`src/rtl/signal_period_meter_pkg.sv`:
```
// -----------------------------------------------------------------------------
// signal_period_meter_pkg
//
// Shared constants and types for the period meter and for the board blocks
// that generate the divided clocks and ticks it measures. Keeping the default
// counter width and timeout in one place means the dividers and the meter
// agree on what "one second" of I_clk cycles looks like.
//
// Contents:
//   DEFAULT_CNT_WIDTH   - width of every cycle counter and measurement
//   DEFAULT_TIMEOUT     - cycles without a rising edge before lock is dropped
//   DEFAULT_SYNC_STAGES - synchronizer depth for asynchronous inputs
//   meter_state_e       - measurement FSM states
// -----------------------------------------------------------------------------
package signal_period_meter_pkg;

    localparam int unsigned DEFAULT_CNT_WIDTH   = 27;
    localparam int unsigned DEFAULT_TIMEOUT     = 100000000;
    localparam int unsigned DEFAULT_SYNC_STAGES = 2;

    // WAIT_RISE : no reference edge yet, nothing can be measured
    // FIRST     : one reference rise seen, next rise gives the first result
    // TRACK     : locked, every rise produces a measurement
    typedef enum logic [1:0] {
        WAIT_RISE = 2'd0,
        FIRST     = 2'd1,
        TRACK     = 2'd2
    } meter_state_e;

endpackage : signal_period_meter_pkg

```
`src/rtl/signal_period_meter_sync_edge_detect.sv`:
```
// -----------------------------------------------------------------------------
// sync_edge_detect
//
// Brings an asynchronous level into the I_clk domain through a chain of
// SYNC_STAGES flops, keeps one extra history flop, and produces one-cycle
// rise/fall pulses from the synchronized level. Generic enough to reuse for
// buttons and switches.
//
// Ports:
//   I_clk    - clock, all flops on the rising edge
//   I_rst_n  - synchronous active-low reset, clears every flop
//   I_sig    - asynchronous input level
//   O_level  - synchronized level
//   O_rise   - high for one cycle when the synchronized level goes 0 -> 1
//   O_fall   - high for one cycle when the synchronized level goes 1 -> 0
// -----------------------------------------------------------------------------
module sync_edge_detect
    import signal_period_meter_pkg::*;
#(
    parameter int unsigned SYNC_STAGES = DEFAULT_SYNC_STAGES
) (
    input  logic I_clk,
    input  logic I_rst_n,
    input  logic I_sig,
    output logic O_level,
    output logic O_rise,
    output logic O_fall
);

    logic [SYNC_STAGES-1:0] sync_q;
    logic [SYNC_STAGES-1:0] sync_d;
    logic                   prev_q;
    logic                   level;

    // Shift the raw input in at bit 0; the last bit is the first one that is
    // safe to use in logic.
    always_comb begin
        sync_d = {sync_q[SYNC_STAGES-2:0], I_sig};
    end

    // Synchronizer chain plus the history flop used for edge detection.
    always_ff @(posedge I_clk) begin
        if (!I_rst_n) begin
            sync_q <= '0;
            prev_q <= 1'b0;
        end else begin
            sync_q <= sync_d;
            prev_q <= sync_q[SYNC_STAGES-1];
        end
    end

    assign level   = sync_q[SYNC_STAGES-1];
    assign O_level = level;

    // Because both pulses compare the same two flops, a rise and a fall can
    // never be asserted in the same cycle.
    assign O_rise = level & ~prev_q;
    assign O_fall = ~level & prev_q;

endmodule : sync_edge_detect

```
`src/rtl/signal_period_meter.sv`:
```
// -----------------------------------------------------------------------------
// signal_period_meter
//
// Measures period and high time of a slow asynchronous square wave in I_clk
// cycles. One free-running counter is restarted at every rising edge; its
// value on the next rising edge is the period and its value on the falling
// edge in between is the high time. Both results are published together so a
// reader never sees a period from one cycle of the input paired with the high
// time of another. Loss of signal is flagged by a timeout on the counter.
//
// Ports:
//   I_clk     - clock, all logic on the rising edge
//   I_rst_n   - synchronous active-low reset
//   I_sig     - asynchronous square wave to measure
//   O_period  - last measured period in cycles
//   O_high    - high time belonging to that same period
//   O_valid   - one-cycle strobe when O_period/O_high have just updated
//   O_locked  - high while measurements are current
// -----------------------------------------------------------------------------
module signal_period_meter
    import signal_period_meter_pkg::*;
#(
    parameter int unsigned CNT_WIDTH   = DEFAULT_CNT_WIDTH,
    parameter int unsigned TIMEOUT     = DEFAULT_TIMEOUT,
    parameter int unsigned SYNC_STAGES = DEFAULT_SYNC_STAGES
) (
    input  logic                 I_clk,
    input  logic                 I_rst_n,
    input  logic                 I_sig,
    output logic [CNT_WIDTH-1:0] O_period,
    output logic [CNT_WIDTH-1:0] O_high,
    output logic                 O_valid,
    output logic                 O_locked
);

    localparam logic [CNT_WIDTH-1:0] TIMEOUT_C = CNT_WIDTH'(TIMEOUT);
    localparam logic [CNT_WIDTH-1:0] CNT_MAX   = '1;
    localparam logic [CNT_WIDTH-1:0] CNT_ONE   = CNT_WIDTH'(1);

    logic                 sigLevel;
    logic                 rise;
    logic                 fall;

    logic [CNT_WIDTH-1:0] cnt_q;
    logic [CNT_WIDTH-1:0] cnt_d;
    logic [CNT_WIDTH-1:0] highShadow_q;
    logic [CNT_WIDTH-1:0] period_q;
    logic [CNT_WIDTH-1:0] high_q;
    logic                 valid_q;
    logic                 locked_q;
    meter_state_e         state_q;

    sync_edge_detect #(
        .SYNC_STAGES (SYNC_STAGES)
    ) u_sync_edge_detect (
        .I_clk   (I_clk),
        .I_rst_n (I_rst_n),
        .I_sig   (I_sig),
        .O_level (sigLevel),
        .O_rise  (rise),
        .O_fall  (fall)
    );

    // The synchronized level itself is not needed here; only its edges are.
    logic unusedLevel;
    assign unusedLevel = sigLevel;

    // Cycle counter: restarts at 1 on a rise so that its value in the next
    // rise cycle equals the period. Saturates instead of wrapping so a dead
    // input can never alias back into a plausible period.
    always_comb begin
        cnt_d = cnt_q;
        if (rise) begin
            cnt_d = CNT_ONE;
        end else if (cnt_q != CNT_MAX) begin
            cnt_d = cnt_q + CNT_ONE;
        end
    end

    always_ff @(posedge I_clk) begin
        if (!I_rst_n) begin
            cnt_q <= '0;
        end else begin
            cnt_q <= cnt_d;
        end
    end

    // Measurement FSM with registered outputs. The first rise after reset or
    // timeout only establishes a reference; the partial period before it is
    // meaningless, so nothing is reported until the next rise. The high time
    // is parked in a shadow register at the fall and only published together
    // with the period, which keeps the pair coherent. A rise in the same
    // cycle as the timeout wins, so a period of exactly TIMEOUT is still
    // measurable.
    always_ff @(posedge I_clk) begin
        if (!I_rst_n) begin
            state_q      <= WAIT_RISE;
            highShadow_q <= '0;
            period_q     <= '0;
            high_q       <= '0;
            valid_q      <= 1'b0;
            locked_q     <= 1'b0;
        end else begin
            valid_q <= 1'b0;
            case (state_q)
                WAIT_RISE: begin
                    if (rise) begin
                        state_q <= FIRST;
                    end
                end
                FIRST, TRACK: begin
                    if (fall) begin
                        highShadow_q <= cnt_q;
                    end
                    if (rise) begin
                        period_q <= cnt_q;
                        high_q   <= highShadow_q;
                        valid_q  <= 1'b1;
                        locked_q <= 1'b1;
                        state_q  <= TRACK;
                    end else if (cnt_q == TIMEOUT_C) begin
                        locked_q <= 1'b0;
                        state_q  <= WAIT_RISE;
                    end
                end
                default: begin
                    state_q <= WAIT_RISE;
                end
            endcase
        end
    end

    assign O_period = period_q;
    assign O_high   = high_q;
    assign O_valid  = valid_q;
    assign O_locked = locked_q;

endmodule : signal_period_meter

```
`config.mk`:
```
export PLATFORM = sky130hd
export DESIGN_NAME = signal_period_meter
export DESIGN_NICKNAME = d
export VERILOG_FILES = /design/src/rtl/signal_period_meter_pkg.sv /design/src/rtl/signal_period_meter_sync_edge_detect.sv /design/src/rtl/signal_period_meter.sv
export SDC_FILE = /design/constraint.sdc
export NUM_CORES = 1
export LEC_CHECK = 0
export ABC_CLOCK_PERIOD_IN_PS = 3500
export CAP_MARGIN = 20
export CORE_UTILIZATION = 35
export CTS_BUF_LIST = sky130_fd_sc_hd__clkbuf_8
export DETAILED_ROUTE_END_ITERATION = 12
export SLEW_MARGIN = 0
export SYNTH_ARGS = -nofsm -noshare
export SYNTH_HDL_FRONTEND = slang
export SYNTH_SLANG_ARGS = --single-unit
```
`constraint.sdc`:
```
create_clock -name I_clk -period 3.5 [get_ports I_clk]
set_input_delay 0.875 -clock I_clk [delete_from_list [all_inputs] [get_ports I_clk]]
set_output_delay 0.875 -clock I_clk [all_outputs]
set_load 0.005 [all_outputs]
```
==> reports/qor.csv <==
metric,value,unit
status,"complete, no violations",
area_growth,24.9,%
cts_tree,built,
clk_pin_slew,0.07,ns
grt_pass1_vias,3782,
clk_latency,0.42,ns
worst_pin_slew,0.993,ns
fmax,443,MHz
critPathLaunch,cnt_q[3],
layout-drive-gt1-share,0.0706,
synthTopCellsByArea,"dfxtp_1 (50%), nand2_1 (15%), a21oi_1 (11%), clkbuf_1 (2.4%), mux2i_1 (2.2%)",
worst-setup-path-type,reg -> reg,
final_cells,809,
synth_seq_cells,115,
ant_nets,0,
diodes,0,
setup_ws,1.24,ns
synth-async-reset-ratio,0,
synth_area,4630,um^2
worstReg2RegStart,cnt_q[3],
hold_start,u_sync_edge_detect.sync_q[0],
worst_setup_path_start_kind,register,
final_max_slew_viol_count,0,
rsz0062_at_grt,false,
period_needed,2.26,ns
nets,630,
synth_top_area_frac,0.497,
reg2reg_depth,4,
clock-sinks,115,
yosysWarningCount,0,
ys.flop_type,dfxtp_1,
overflow,0,
wl_per_cell,14.6,um
synth_edf_count,0,
dp_hpwl,7980,um
fillCellCount,1280,
numCtsBuffers,17,
ys_types,39,
max_slew_margin,0.336,
setup_viol,0,
skew,0.00939,ns
fp-row-count,41,
ctsHoldBuffers,0,
ctsResizeCount,0,
finalCritPeriodShare,0.646,
vias,4079,
dp_slack,0.989,ns
p_leak,1.88,nW
crit_required,3.84,ns
power.total,2.78,mW
yosys.area.top_type,dfxtp_1,
cts_root_buf,clkbuf_8,
synthCells,584,
routed_wl,11800,um
post_cts_buffers,0,
dieArea,13700,um^2
hold_viol_final,0,
grt_pass1_wl,19000,um
antenna_found_initial,0,
ir_worst_vdd,189,uV
drv_cap,0,
htree_num_levels,4,
place_inst,777,
coreArea,12800,um^2
die_x,117,um
drc,0,
avgSynthCellArea,7.94,um^2
start_util,0.363,
yosysSeqAreaShare,0.497,
dr.first_iter.drc_count,256,
crit_fanout,10,
drtPass1Iterations,5,
grtUsageTotal,0.183,
numPortBuffers,58,
crit_path_end_kind,register,
arrival,2.60,ns
powerDensity,480,nW/um^2
hold_path.class,reg -> reg,
tns,0,ns
syn-num-nets,590,
die-height,117,um
min_path_cells,1,
cts_buffer_depth,2,
gp_congestion,0.829,
vias_per_cell,5.04,
grt_max_degree,47,
boundaryPins,59,
## layout make-up
cell class	instances	area (um^2)	area share
clock buffers	22	303	0.0523
well taps	172	215	0.0372
repair buffers	68	668	0.115
multi-input cells	412	2110	0.364
inverters	10	37.5	0.00649
clock inverters	10	155	0.0268
flip-flops and latches	115	2300	0.398
## path summary, 6_finish.rpt
path / end / slack [ns]
setup / recovery: cnt_q[25] / 1.24
setup reg to reg: cnt_q[25] / 1.24
hold reg to reg: u_sync_edge_detect.sync_q[1] / 0.45
hold / removal: u_sync_edge_detect.sync_q[1] / 0.45
## cell usage after synthesis, types with 6 or more instances
master and count:
inv_1 10, or3_1 10, a211oi_1 8, a21oi_1 98, nand2_1 183, mux2i_1 10
nand3_1 8, and3_1 6, buf_2 11, nor2_1 9, o21ai_0 7, and4_1 7
nand4_1 14, clkbuf_1 30, dfxtp_1 115, and2_1 7
## placed cells by master (no fill, tap or decap), drive strengths merged
master,Yosys,routed
nand4,16,16
nand3,9,9
and3b,1,1
nor2b,1,1
a221oi,2,2
clkdlybuf4s50,0,58
o21ai,7,7
and4,7,7
and2,8,8
nand2,183,183
nand3b,1,1
or3,10,10
a21oi,98,98
nor4,5,5
ha,3,3
nor2,9,9
mux2i,10,10
nor4b,3,3
clkinv,0,1
or4,5,5
o31ai,2,2
and3,6,6
dfxtp,115,115
o311ai,1,1
bufinv,0,4
a21boi,1,1
inv,10,13
a211oi,8,8
clkinvlp,0,2
a31oi,3,3
o41ai,1,1
buf,16,10
clkbuf,31,22
a211o,1,1
a2111o,3,3
o211ai,3,3
nor3,4,4
nand2b,1,1
## critical path: stages (launching register included)
cell      delay [ns]
dfxtp_1         0.63
nand4_2         0.23
or4_1           0.76
or4_1           0.46
o211ai_1        0.10
## metal layers
layer | up-vias | track usage | wire length [um]
li1 | 2082 | - | -
met1 | 1887 | 0.241 | 5570
met2 | 99 | 0.298 | 5530
met3 | 11 | 0.0371 | 593
met4 | 0 | 0.0684 | 129
met5 | - | 0 | 0
## kinds of logic (layout without fill, tap and decap cells)
logic type	count (synthesis)	in the layout	synth area share
AO/OA/AOI/OAI	130	130	0.157
adder cells (fa/ha/maj)	3	3	0.00810
buffers and inverters	57	110	0.0494
flip-flops	115	115	0.497
multiplexers	10	10	0.0216
AND/OR/NAND/NOR	269	269	0.267
## per-stage QoR
| stage | hold WS, ns | utilization | area (um^2) |
|---|---|---|---|
| after floorplan | 0.412 | - | 4630 |
| final | 0.446 | 0.453 | 5790 |
| after global placement | 0.416 | 0.417 | 5330 |
| after detailed placement | 0.431 | 0.417 | 5330 |
| after global routing | 0.462 | 0.453 | 5790 |
| after CTS | 0.451 | 0.453 | 5790 |
## flip-flops by register name, summed over array words and instances, names as in the netlist
signal,cells
O_high,27
O_period,27
O_locked,1
highShadow_q,27
u_sync_edge_detect.prev_q,1
u_sync_edge_detect.sync_q,2
O_valid,1
cnt_q,27
state_q,2
## power breakdown
group	internal (mW)	total [mW]	switching, mW	leakage, nW
combinational	0.0203	0.0644	0.0441	0.714
sequential	1.31	1.32	0.00921	0.927
clock	0.866	1.39	0.524	0.235
No activity file was read; power rests on OpenSTA's default activity.
